## src/rtl/lsu_ctrl.sv

```systemverilog
// Load/store sequencer: decodes core accesses, drives a handshaked memory bus, formats lanes.
// Latency: 3 cycles minimum (IDLE, WAIT with ack, DONE); one extra cycle per WAIT without ack.
// Backpressure: holds stall while mem_ack is awaited; aborts with bus_err after TIMEOUT WAIT cycles.
module lsu_ctrl #(
    parameter int TIMEOUT = 255,
    parameter int CNT_W   = 16
) (
    input  logic        clk,
    input  logic        rst_n,
    input  logic        rd_en,
    input  logic        wr_en,
    input  logic [2:0]  func3,
    input  logic [31:0] addr,
    input  logic [31:0] wdata,
    output logic        stall,
    output logic [31:0] rdata,
    output logic        load_valid,
    output logic        misalign,
    output logic        bus_err,
    output logic        mem_req,
    output logic        mem_we,
    output logic [31:0] mem_addr,
    output logic [3:0]  mem_be,
    output logic [31:0] mem_wdata,
    input  logic        mem_ack,
    input  logic [31:0] mem_rdata
);

    typedef enum logic [1:0] {
        S_IDLE = 2'd0,
        S_WAIT = 2'd1,
        S_DONE = 2'd2
    } state_t;

    state_t            state_q, state_d;
    logic [CNT_W-1:0]  cnt_q, cnt_d;
    logic [2:0]        f3_q, f3_d;
    logic [1:0]        off_q, off_d;
    logic              mem_req_q, mem_req_d;
    logic              mem_we_q, mem_we_d;
    logic [31:0]       mem_addr_q, mem_addr_d;
    logic [3:0]        mem_be_q, mem_be_d;
    logic [31:0]       mem_wdata_q, mem_wdata_d;
    logic [31:0]       rdata_q, rdata_d;
    logic              load_valid_q, load_valid_d;
    logic              bus_err_q, bus_err_d;

    logic        access;
    logic        legal_f3;
    logic        aligned;
    logic        acc_ok;
    logic [1:0]  size;
    logic [3:0]  be_dec;
    logic [31:0] wdata_dec;
    logic [7:0]  byte_sel;
    logic [15:0] half_sel;
    logic [31:0] ld_val;
    logic        timeout_hit;

    assign access = rd_en | wr_en;

    // Unsigned loads (100/101) have no store counterpart, so they are legal only with rd_en.
    always_comb begin
        legal_f3 = 1'b0;
        size     = 2'd0;
        case (func3)
            3'b000: begin legal_f3 = 1'b1;  size = 2'd0; end
            3'b001: begin legal_f3 = 1'b1;  size = 2'd1; end
            3'b010: begin legal_f3 = 1'b1;  size = 2'd2; end
            3'b100: begin legal_f3 = rd_en; size = 2'd0; end
            3'b101: begin legal_f3 = rd_en; size = 2'd1; end
            default: begin legal_f3 = 1'b0; size = 2'd0; end
        endcase
    end

    always_comb begin
        aligned   = 1'b1;
        be_dec    = 4'b0001 << addr[1:0];
        wdata_dec = {4{wdata[7:0]}};
        case (size)
            2'd1: begin
                aligned   = ~addr[0];
                be_dec    = addr[1] ? 4'b1100 : 4'b0011;
                wdata_dec = {2{wdata[15:0]}};
            end
            2'd2: begin
                aligned   = (addr[1:0] == 2'b00);
                be_dec    = 4'b1111;
                wdata_dec = wdata;
            end
            default: begin
                aligned   = 1'b1;
                be_dec    = 4'b0001 << addr[1:0];
                wdata_dec = {4{wdata[7:0]}};
            end
        endcase
    end

    assign acc_ok   = access & legal_f3 & aligned;
    assign misalign = rst_n & (state_q == S_IDLE) & access & ~(legal_f3 & aligned);
    assign stall    = rst_n & (((state_q == S_IDLE) & acc_ok) | (state_q == S_WAIT));

    always_comb begin
        byte_sel = mem_rdata[7:0];
        case (off_q)
            2'd1:    byte_sel = mem_rdata[15:8];
            2'd2:    byte_sel = mem_rdata[23:16];
            2'd3:    byte_sel = mem_rdata[31:24];
            default: byte_sel = mem_rdata[7:0];
        endcase
        half_sel = off_q[1] ? mem_rdata[31:16] : mem_rdata[15:0];
        case (f3_q)
            3'b000:  ld_val = {{24{byte_sel[7]}}, byte_sel};
            3'b001:  ld_val = {{16{half_sel[15]}}, half_sel};
            3'b100:  ld_val = {24'd0, byte_sel};
            3'b101:  ld_val = {16'd0, half_sel};
            default: ld_val = mem_rdata;
        endcase
    end

    assign timeout_hit = (cnt_q == CNT_W'(TIMEOUT - 1));

    always_comb begin
        state_d      = state_q;
        cnt_d        = cnt_q;
        f3_d         = f3_q;
        off_d        = off_q;
        mem_req_d    = mem_req_q;
        mem_we_d     = mem_we_q;
        mem_addr_d   = mem_addr_q;
        mem_be_d     = mem_be_q;
        mem_wdata_d  = mem_wdata_q;
        rdata_d      = rdata_q;
        load_valid_d = 1'b0;
        bus_err_d    = 1'b0;
        case (state_q)
            S_IDLE: begin
                if (acc_ok) begin
                    state_d     = S_WAIT;
                    cnt_d       = '0;
                    mem_req_d   = 1'b1;
                    mem_we_d    = ~rd_en;
                    mem_addr_d  = {addr[31:2], 2'b00};
                    mem_be_d    = be_dec;
                    mem_wdata_d = wdata_dec;
                    f3_d        = func3;
                    off_d       = addr[1:0];
                end
            end
            S_WAIT: begin
                if (mem_ack) begin
                    state_d   = S_DONE;
                    mem_req_d = 1'b0;
                    if (!mem_we_q) begin
                        load_valid_d = 1'b1;
                        rdata_d      = ld_val;
                    end
                end else if (timeout_hit) begin
                    state_d   = S_DONE;
                    mem_req_d = 1'b0;
                    bus_err_d = 1'b1;
                    rdata_d   = '0;
                end else begin
                    cnt_d = cnt_q + CNT_W'(1);
                end
            end
            // Core retires here; any rd_en/wr_en still held belongs to the retiring instruction.
            S_DONE: state_d = S_IDLE;
            default: state_d = S_IDLE;
        endcase
    end

    always_ff @(posedge clk or negedge rst_n) begin
        if (!rst_n) begin
            state_q      <= S_IDLE;
            cnt_q        <= '0;
            f3_q         <= 3'd0;
            off_q        <= 2'd0;
            mem_req_q    <= 1'b0;
            mem_we_q     <= 1'b0;
            mem_addr_q   <= '0;
            mem_be_q     <= 4'd0;
            mem_wdata_q  <= '0;
            rdata_q      <= '0;
            load_valid_q <= 1'b0;
            bus_err_q    <= 1'b0;
        end else begin
            state_q      <= state_d;
            cnt_q        <= cnt_d;
            f3_q         <= f3_d;
            off_q        <= off_d;
            mem_req_q    <= mem_req_d;
            mem_we_q     <= mem_we_d;
            mem_addr_q   <= mem_addr_d;
            mem_be_q     <= mem_be_d;
            mem_wdata_q  <= mem_wdata_d;
            rdata_q      <= rdata_d;
            load_valid_q <= load_valid_d;
            bus_err_q    <= bus_err_d;
        end
    end

    assign mem_req    = mem_req_q;
    assign mem_we     = mem_we_q;
    assign mem_addr   = mem_addr_q;
    assign mem_be     = mem_be_q;
    assign mem_wdata  = mem_wdata_q;
    assign rdata      = rdata_q;
    assign load_valid = load_valid_q;
    assign bus_err    = bus_err_q;

endmodule

```

## config.mk

```make
export PLATFORM = sky130hd
export DESIGN_NAME = lsu_ctrl
export DESIGN_NICKNAME = d
export VERILOG_FILES = /design/src/rtl/lsu_ctrl.sv
export SDC_FILE = /design/constraint.sdc
export NUM_CORES = 1
export LEC_CHECK = 0
export BUFFER_PORTS_ARGS = -buffer_cell sky130_fd_sc_hd__buf_2
export CAP_MARGIN = 20
export CELL_PAD_IN_SITES_DETAIL_PLACEMENT = 0
export CELL_PAD_IN_SITES_GLOBAL_PLACEMENT = 1
export CORE_ASPECT_RATIO = 2
export CORE_MARGIN = 3
export CORE_UTILIZATION = 38
export DETAILED_ROUTE_END_ITERATION = 10
export GPL_TIMING_DRIVEN = 0
export PLACE_DENSITY = 0.84
export SETUP_SLACK_MARGIN = 0.3
export SYNTH_ARGS = -nofsm -noshare
export SYNTH_HDL_FRONTEND = slang
export SYNTH_SLANG_ARGS = --single-unit
export TNS_END_PERCENT = 30
```

## constraint.sdc

```tcl
create_clock -name clk -period 2.4 [get_ports clk]
set_input_delay 0.12 -clock clk [delete_from_list [all_inputs] [get_ports clk]]
set_output_delay 0.12 -clock clk [all_outputs]
set_load 0.01 [all_outputs]
```

# Word-level counts from Yosys, hierarchy flattened
# Index checks and enable logic that the tools add are counted.
# classes
addsub,1
eq_ne,19
shift,1
muxes,30
bitwise,13
n_reduce_logical,14
# ops
op,n
one-hot mux 32 bit (4 select lines),1
2-to-1 mux 32 bit,3
2-to-1 mux 16 bit,4
one-hot mux 32 bit (2 select lines),1
one-hot mux 16 bit (2 select lines),1
one-hot mux 8 bit (3 select lines),1
"adder 16 x 1 -> 16 bit, second input constant",1
"== test 16 x 8 -> 1 bit, second input constant",1
"== test 3 bit, second input constant",4
2-to-1 mux 1 bit,9
bitwise AND 1 bit,8
"inequality test 2 bit, second input constant",4
one-hot mux 2 bit (2 select lines),2
one-hot mux 4 bit (2 select lines),1
"== test 2 x 1 -> 1 bit, second input constant",3
"== test 2 bit, second input constant",3
"== test 3 x 1 -> 1 bit, second input constant",2
zero test 3 bit,2
2-to-1 mux 2 bit,3
one-hot mux 1 bit (2 select lines),3
AND reduction 3 bit,2
zero test 2 bit,2
2-to-1 mux 4 bit,1
AND reduction 2 bit,2
other kinds (9),14
# word_totals
ff_bits,125
input_bits,104
elab_cells,90

# Longest topological paths before layout
# Gate-level depths: netlist of the first run.
# depth
ltp_word,9
depth_mapped,7
ltp_nobuf,6

# Worst setup path after synthesis of the first run
# Ideal clock, no wire load.
# synth_timing
path_kind,register -> register
startpoint,reg cnt_q[0]
endpoint,reg rdata_q[26] (netlist: rdata[26])
setup_ns,0.126
arrival_ns,1.712
required_time_ns,2.274
slack_ns,0.562
stages_incl_launch_ff,8
n_path_buf,1
path_cell_list,dfrtp_1 inv_1 ha_1 nor4b_2 and3_1 a31oi_1 buf_2 a221o_1
# synth_between
elab_chain_cells,3
# synth_lines
item,line,text
from (decl),36,"logic [CNT_W-1:0] cnt_q, cnt_d;"
from (signal assigned),189,cnt_q <= cnt_d;
== test 16 x 8 -> 1 bit,121,assign timeout_hit = (cnt_q == CNT_W'(TIMEOUT - 1));
nonzero test 2 bit (no line),n/a,
AND reduction 3 bit (no line),n/a,
to (signal assigned),197,rdata_q <= rdata_d;
to (decl),44,"logic [31:0] rdata_q, rdata_d;"
# No other way between the ends.
# A chain may end at the register's enable or synchronous reset.

# Final worst setup path of the first run
# layout_timing
startpoint,reg cnt_q[0]
endpoint,reg rdata_q[21] (netlist: rdata[21])
# The elaborated chain is that of the path after synthesis.

==> results.cfg, run 1 <==
[status]
status = completed

[die]
fp.dieH_um = 182.1
dieArea_um2 = 17120
ios = 210
std_cell_rows = 63
die_w_um = 94.04
core-area_um2 = 14980
start_util_pct = 39.33

[finish]
most-common-layout-cells = 218 x buf_2, 125 x dfrtp_1, 74 x mux2_2
fin_util_pct = 56.66
final_layout_size_suffix_gt1_share_pct = 44.08
fill_cells = 1299
final_nets = 896
syn_to_final_growth_pct = 44.05
regArea_um2 = 3128
final_common_cell = buf_2
multiInputGateArea_um2 = 2556

[clock_network]
htreeDepth = 4
cts_buffer_depth = 2
cts_tree = done
cts-buffers-inserted = 17
clock-sinks = 125
clock_latency_ps = 410
path_clk_slew_ps = 60
root_buffer = clkbuf_16

[placed_design]
hpwl_um = 13040
io_buffers = 207
gp_congestion = 0.8509
pre_cts_ws_ps = 166.2

[synthesis]
synth_area_leaders = dfrtp_1 53%, mux2_2 14%, o21ai_0 4.3%, mux2i_1 3.4%, a221o_1 2.7%
synth_ff_type = dfrtp_1
synth_top_area_cell = dfrtp_1
synth_seq_cells = 125
ys_warn_count = 0
synth_cell_types = 49
ys_seq_area_share_pct = 53.10
syn_avg_cell_area_um2 = 11.80
synth_cells = 499
synth_top_area_share_pct = 53.10
synth_edf_count = 0
syn_area_um2 = 5891
async_flop_share_pct = 100.0

[drt]
wire_per_inst_um = 18.38
vias_per_cell = 5.287
drc = 0
vias = 5282
totalWireLength_um = 18360
drt-initial-drc-count = 213
drtAntennaViolNets = 0
detail_route.first_pass.iterations = 4

[global_routing]
grt_pass1_wl_um = 28580
grt_pass1_vias = 5583
overflow = 0
grt_max_degree = 90
grtUsageTotal_pct = 21.42
antenna_found_initial = 1

[worst_setup_path]
cp.depth = 7
cp_top_family = simple AND/OR/NAND/NOR gates
r2r_cells = 7
crit_path_top_delay_cell = dfrtp_1
crit_end = rdata[21]
r2r_slack_ps = 380
worst-path-buf-inv = 2
crit_type = reg2reg
startpoint = cnt_q[0]
cp_max_fo = 10
critPathRequiredTime_ps = 2690
endpoint_kind = flip-flop
worst_setup_path_start_kind = flip-flop
r2r_end = rdata[21]
path_cells = inv_1, ha_1, nor4b_4, and3_4, a31oi_4, buf_6, a221o_1
r2r-start = cnt_q[0]
critPathMaxStageDelay_ps = 430
arrival_ps = 2310

[power_and_ir_drop]
power_leakage_uw = 0.004028
power.density_nw_per_um2 = 1020
peakVddDrop_mv = 0.4826

[sta]
setup_tns_ps = 0
skew_ps = 11.55
hold_ws_ps = 34.11
drv_slew = 0
setup_viol = 0
fin_ws_ps = 384.0
slew_headroom_pct = 62.44
min_period_over_period_pct = 84.00
max_freq_ghz = 0.4960
hold_viol_final = 0
rsz0062_at_grt = true
period_needed_ps = 2016
tightest_slew_ps = 562.1

[min_path]
worstHoldPathType = in2reg
holdPathStages = 2
min-delay-start = func3[2]

[job]
drv_cap = 0
## cells by family (layout without fill, tap and decap cells)
family                   Yosys count  after routing  synth area share, %
flip-flops                       125            125                53.10
AO/OA/AOI/OAI                    130            130                14.83
buffers and inverters             57            360                4.291
AND/OR/NAND/NOR                   89             89                9.367
multiplexers                      95             95                17.93
adder cells (fa/ha/maj)            2              2               0.4247
other                              1              3              0.06366
## worst register-to-register path, cell delays in order, from the launching register on
cell and delay [ps]:
dfrtp_1 430, inv_1 120, ha_1 170, nor4b_4 240
and3_4 260, a31oi_4 140, buf_6 200, a221o_1 360
## registers in the layout, summed over array words and instances (netlist names)
signal and flops:
f3_q 3, mem_be 4, state_q 2, off_q 2, load_valid 1, rdata 32, cnt_q 16, mem_we 1
mem_wdata 32, mem_req 1, bus_err 1, mem_addr 30
## what timing repair did
item / 4_1_cts / 5_1_grt
hold endpoints to repair: 94 / 0
endpoints found under the setup margin: 28 / 34
setup buffers: 0 / 5
cloned: 0 / 1
hold buffers: 57 / 0
gates resized for setup: 7 / 15
pin swaps: 1 / 2
## cell type report
class,count,share of cell area (%)
clock buffers,19,5.220
diodes,1,0.02949
well taps,195,2.875
plain buffers,35,2.285
clock inverters,13,1.563
flip-flops and latches,125,36.86
repair buffers,271,20.07
multi-input cells,318,30.12
inverters,22,0.9732
## cell usage after synthesis, types with 5 or more instances
| cell type | count |
|---|---|
| a21oi_1 | 16 |
| a221o_1 | 16 |
| a22oi_1 | 8 |
| a32o_1 | 6 |
| and3_1 | 5 |
| buf_2 | 16 |
| buf_4 | 5 |
| clkbuf_1 | 14 |
| dfrtp_1 | 125 |
| inv_1 | 22 |
| mux2_2 | 74 |
| mux2i_1 | 20 |
| nand2_1 | 19 |
| nand2b_1 | 12 |
| nand3_1 | 8 |
| nand4_1 | 5 |
| nor2_1 | 5 |
| nor2b_1 | 6 |
| o21ai_0 | 51 |
| o221ai_1 | 5 |
| o22ai_1 | 5 |
| o31ai_1 | 8 |
| or4_1 | 6 |
## report_power, final
group          switching, uW  internal [uW]  total [uW]
clock network           1000           1480        2480
logic                   1460           1430        2890
registers                431           2850        3280
total                   2900           5760        8650
## layer usage
| metal | GRT usage, % | up-vias | part of all wire [%] |
|---|---|---|---|
| met5 | 0 | - | 0 |
| met4 | 11.05 | 0 | 3.6 |
| met3 | 4.332 | 46 | 5.2 |
| met2 | 39.85 | 197 | 57 |
| met1 | 21.83 | 2587 | 34 |
| li1 | - | 2452 | - |
## through the flow
stage	instance area (um^2)	total power [uW]	std cells
2_1_floorplan	5894	4830	500
3_3_place_gp	7174	5995	902
3_5_place_dp	7208	6105	903
4_1_cts	8389	8722	992
5_1_grt	8486	9140	999
6_report	8486	8654	999
## worst min-delay path by stage
stage | end | slack, ps
floorplan | bus_err | -180
global placement | mem_we | 340
detailed placement | mem_wdata[7] | 50
CTS | f3_q[2] | 10
global route | f3_q[2] | 30
finish | f3_q[2] | 30
Note: power is estimated with default switching activity, not from simulation.
==> run 2: changes to the inputs <==
Settings changed: ABC_AREA from default to 1, CORE_UTILIZATION 38 to 32, PLACE_DENSITY 0.84 to 0.81.
Clock period 2.4 ns to 1.65 ns, I/O delays scaled along.
==> run 2 against run 1 <==
Net effect:
- fmax grew 21%
- die area increased by 26%
- sequential cell count unchanged
- area after synthesis up 7.3%
- non-clock buffer count grew 37
- clock-buffer cell count grew 1
- the run now ends with hold timing, setup timing left
- largest power group is now combinational cells
- global-route usage increased by 0.19 points
- highest routed layer unchanged
- register-to-register slack worse by 390 ps
- setup slack lost 390 ps
==> results.cfg, run 2 <==
[sta]
max_freq_ghz = 0.6022
fin_ws_ps = -10.60
slew_headroom_pct = 58.13
drv_slew = 0
min_period_over_period_pct = 100.6
hold_ws_ps = -454.3
rsz0062_at_grt = true
period_needed_ps = 1661
tightest_slew_ps = 628.1
setup_viol = 8
skew_ps = 6.667
hold_viol_final = 95

[worst_setup_path]
r2r-start = state_q[1]
r2r_cells = 10
cp_max_fo = 6
endpoint_kind = flip-flop
crit_type = reg2reg
r2r_slack_ps = -10
arrival_ps = 2010
worst_setup_path_start_kind = flip-flop
critPathRequiredTime_ps = 2000
r2r_end = rdata[12]

[synthesis]
ys_warn_count = 0
async_flop_share_pct = 100.0
syn_area_um2 = 6319
synth_common_cells = 338 x nand2_1, 125 x dfrtp_1, 98 x nor2_1
ys_seq_area_share_pct = 49.50
synth_edf_count = 0
synth_top_area_share_pct = 49.50
synth_ff_type = dfrtp_1
synth_top_area_cell = dfrtp_1
synth_cell_types = 29
synth_area_leaders = dfrtp_1 50%, nand2_1 20%, nor2_1 5.8%, o21ai_0 5.5%, nand3_1 4.3%
synth_seq_cells = 125
post-synth-top-count-cell = nand2_1
synth_cells = 862
syn_avg_cell_area_um2 = 7.330

[clock_network]
cts_tree = done
clock_latency_ps = 420
root_buffer = clkbuf_16
cts_buffer_depth = 2
cts-buffers-inserted = 17
htreeDepth = 4
path_clk_slew_ps = 60
cts_hold_buf = 55
clock-sinks = 125

[die]
fp.dieH_um = 204.7
dieArea_um2 = 21570
core-area_um2 = 19370
std_cell_rows = 72
start_util_pct = 32.62
die_w_um = 105.4
ios = 210

[finish]
regArea_um2 = 3138
fin_util_pct = 51.05
multiInputGateArea_um2 = 3113
final_nets = 1289
fill_cells = 1902
syn_to_final_growth_pct = 56.48
final_common_cell = nand2_1
num_antenna_cells = 0
most-common-layout-cells = 298 x nand2_1, 213 x buf_2, 117 x dfrtp_1
final_layout_size_suffix_gt1_share_pct = 35.28

[global_routing]
antenna_found_initial = 0
overflow = 0
grtUsageTotal_pct = 21.61
grt_max_degree = 94
grt_pass1_vias = 7102
grt_pass1_wl_um = 36270

[power_and_ir_drop]
power.density_nw_per_um2 = 1438
power_leakage_uw = 0.005252
finalPower_uw = 14210
peakVddDrop_mv = 1.001

[drt]
vias_per_cell = 4.711
drtAntennaViolNets = 0
totalWireLength_um = 23080
drt-initial-drc-count = 329
drc = 0
vias = 6854
wire_per_inst_um = 15.86
detail_route.first_pass.iterations = 7

[min_path]
worstHoldPathType = in2async

[status]
status = finished with violations
failed_checks = hold timing, setup timing

[placed_design]
io_buffers = 207
gp_congestion = 0.9173
hpwl_um = 16400

[job]
drv_cap = 0
-- run 2: changes by cell type after synthesis, moves of 16 or more --
cell	change
nand2_1	+319
nor2_1	+93
mux2_2	-74
nand3_1	+46
inv_1	+37
mux2i_1	-20
o21ai_0	+18
a221o_1	-16
-- run 2: cells by family after synthesis --
family                   share of synthesized area, %
AO/OA/AOI/OAI                                   8.535
XOR/XNOR                                       0.8317
adder cells (fa/ha/maj)                        0.3960
buffers and inverters                           7.881
flip-flops                                      49.50
other                                         0.05935
AND/OR/NAND/NOR                                 32.79
-- run 2: routing by layer --
metal  vias to the layer above  part of all wire [%]  GRT usage [%]
met2                       247                    55          40.71
met3                        80                   4.4          4.415
met4                         0                   6.1          13.66
li1                       3345                     -              -
met1                      3182                    35          20.98
met5                         -                     0              0
-- run 2: area by class of cell --
cell class                 instances  area share [%]
inverter                          65           2.759
timing repair buffer             300           20.60
clock inverter                    12           1.607
sequential                       125           31.74
tap                              259           3.278
buffer                            43           3.746
timing repair inverter             1          0.1645
multi-input combinational        630           31.49
clock buffer                      20           4.619
-- run 2: metrics by stage --
stage | setup TNS (ps) | hold WS [ps] | instances | cell area (um^2) | setup slack [ps]
final | -41.09 | -454.3 | 1455 | 9887 | -10.60
after global routing | -2928 | -444.7 | 1455 | 9887 | -109.1
after global placement | -163600 | 276.3 | 1329 | 7726 | -1303
after CTS | -288.7 | -453.4 | 1449 | 9642 | -48.39
after floorplan | 0 | -213.1 | 863 | 6366 | 287.7
after detailed placement | -1536 | -1.353 | 1330 | 7760 | -76.32
-- run 2: worst max-delay path by stage --
stage	start	to	slack, ps	depth (start not counted)
2_1_floorplan	cnt_q[0]	cnt_q[12]	290	10
3_3_place_gp	rst_n	mem_addr[4]	-1300	1
3_5_place_dp	state_q[1]	rdata[17]	-80	9
4_1_cts	state_q[1]	stall	-50	5
5_1_grt	state_q[0]	stall	-110	5
6_report	state_q[1]	rdata[12]	-10	10
-- run 2: repair_timing --
action	CTS	global route
pin swaps	53	37
gates cloned	7	0
setup buffers	25	6
setup endpoints to repair	125	125
resized for setup	127	54
hold endpoints to repair	117	34
-- run 2: power breakdown --
| part | internal [uW] | switching (uW) |
|---|---|---|
| sequential | 4110 | 647 |
| clock | 2470 | 1480 |
| combinational | 2310 | 3190 |
-- run 2: worst max-delay path, stage by stage, from the launching register on --
cell and delay [ps]:
dfrtp_1 400, inv_1 70, nand2_2 120, nor2_4 140, nand4_1 200, nand2_4 170, buf_6 120, buf_8 120
buf_16 120, nand3_2 60, nand2_1 70
==> run 3: changes to the inputs <==
Settings changed: CORE_UTILIZATION 32 to 36, PLACE_DENSITY 0.81 to 0.86, SLEW_MARGIN from default to 20.
Clock period 1.65 ns to 1.9 ns, I/O delays scaled along.
==> run 3 against run 2 <==
Net effect:
- the flow finishes with violations (hold timing)
- sequential share of layout area increased by 2.4 points
- clock power fell by 5.8%
- sequential cell count did not move
- clock skew increased by 5.5 ps
- combinational power shrank 24%
- largest power group unchanged
- largest cell class unchanged
- core utilization is 2.9 points higher
- first-iteration DRC count is 10% lower
- design area decreased by 7.2%
- register-to-register slack gained 330 ps
- critical path type is now reg2out
- worst hold slack better by 320 ps
- critical endpoint is now stall
- via count decreased by 4.5%
- global-route usage is 0.48 points higher
==> results.cfg, run 3 (synthesis gave the netlist of run 2 again) <==
[status]
status = finished with violations
failed_checks = hold timing

[worst_setup_path]
crit_type = reg2out
worst_setup_path_start_kind = flip-flop
endpoint_kind = output port
crit_path_top_delay_cell = dfrtp_1
r2r_cells = 10
cp_max_fo = 2
path_cells = nor3_4, nand3_4, buf_6, a21boi_2, buf_2
r2r_slack_ps = 320
arrival_ps = 1510
r2r-start = cnt_q[0]
cp.depth = 5
cp_top_family = flip-flops
worst-path-buf-inv = 2
critPathRequiredTime_ps = 1800
critPathMaxStageDelay_ps = 410
r2r_end = rdata[7]

[finish]
final_layout_size_suffix_gt1_share_pct = 28.28
regArea_um2 = 3136
multiInputGateArea_um2 = 2811
fill_cells = 1643
final_nets = 1261
post-route-cell-area_um2 = 9179
final_common_cell = nand2_1
num_antenna_cells = 0
final_cells = 1374
syn_to_final_growth_pct = 45.27
most-common-layout-cells = 333 x nand2_1, 216 x buf_2, 119 x dfrtp_1

[die]
start_util_pct = 37.13
core-area_um2 = 17020
dieArea_um2 = 19270
fp.dieH_um = 193.4
std_cell_rows = 67
die_w_um = 99.68
ios = 210

[sta]
rsz0062_at_grt = true
hold_viol_final = 84
tightest_slew_ps = 523.8
slew_headroom_pct = 65.08
min_period_over_period_pct = 84.62
setup_viol = 0
period_needed_ps = 1608
drv_slew = 0
max_freq_ghz = 0.6220
skew_ps = 12.14
hold_ws_ps = -133.9
setup_tns_ps = 0

[clock_network]
clock-sinks = 125
htreeDepth = 4
cts_tree = done
cts_buffer_depth = 2
root_buffer = clkbuf_16
clock_latency_ps = 410
path_clk_slew_ps = 60
cts-buffers-inserted = 17
cts_hold_buf = 54

[placed_design]
io_buffers = 207
place_area_um2 = 7655
numPlacedInstances = 1278
gp_congestion = 0.9405
hpwl_um = 15800

[drt]
wire_per_inst_um = 15.45
detail_route.first_pass.iterations = 7
drc = 0
vias = 6547
vias_per_cell = 4.765
totalWireLength_um = 21220
drtAntennaViolNets = 0
drt-initial-drc-count = 295

[power_and_ir_drop]
finalPower_uw = 11990
peakVddDrop_mv = 0.8523
power.density_nw_per_um2 = 1306
power_leakage_uw = 0.004991

[global_routing]
antenna_found_initial = 0
grt_pass1_vias = 6596
overflow = 0
grt_max_degree = 87
grtUsageTotal_pct = 22.09
grt_pass1_wl_um = 33860

[job]
drv_cap = 0

[min_path]
worstHoldPathType = in2async
run 3: cell types whose count changed in the layout (fill, tap and decap cells not counted), sizes merged:
cell | previous run | this run
clkbuf | 35 | 37
buf | 273 | 251
dlygate4sd3 | 55 | 50
clkinv | 5 | 1
inv | 68 | 65
bufinv | 3 | 5
clkinvlp | 2 | 3
run 3: worst max-delay path by stage:
stage               start        end  slack [ps]
3_5_place_dp   state_q[1]   rdata[2]         130
4_1_cts        state_q[1]      stall         260
5_1_grt        state_q[0]      stall         200
2_1_floorplan    cnt_q[0]  cnt_q[15]         430
6_report       state_q[0]      stall         290
3_3_place_gp        rst_n  rdata[19]       -1040
run 3: final cells by class:
class | count | share of cell area [%]
flip-flops and latches | 125 | 34.16
multi-input cells | 630 | 30.63
repair buffers | 273 | 19.17
clock buffers | 22 | 5.384
plain buffers | 43 | 3.149
well taps | 207 | 2.822
inverters | 65 | 2.713
clock inverters | 9 | 1.977
run 3: tightest hold or removal path, stage by stage:
cell and delay [ps]:
buf_8 80, buf_16 90, buf_16 100, buf_16 320
run 3: per-layer routing:
metal / wire length, um / vias to the layer above / GRT usage [%]
met5: 0 / - / 0
met4: 807 / 0 / 10.39
met3: 1202 / 49 / 4.795
met2: 11670 / 218 / 40.67
met1: 7539 / 2997 / 23.12
li1: - / 3283 / -
run 3: what timing repair did:
action,CTS,global route
gates cloned,0,0
resized for setup,23,36
setup buffers,6,5
pin swaps,5,7
setup endpoints to repair,50,107
endpoints found under the hold margin,121,84
run 3: metrics by stage:
| stage | worst slack, ps | hold slack [ps] | util, % |
|---|---|---|---|
| after global placement | -1042 | 287.0 | 44.76 |
| after floorplan | 431.8 | -200.6 | - |
| after detailed placement | 131.7 | 8.773 | 44.98 |
| after CTS | 261.4 | -112.6 | 53.16 |
| final | 292.3 | -133.9 | 53.94 |
| after global routing | 196.9 | -102.6 | 53.94 |
run 3: where the power goes:
group / internal (uW) / switching [uW] / leakage (uW)
Clock: 2500 / 1220 / 0.000321
Combinational: 1680 / 2520 / 0.00308
Sequential: 3570 / 505 / 0.00160
Total: 7750 / 4240 / 0.00499
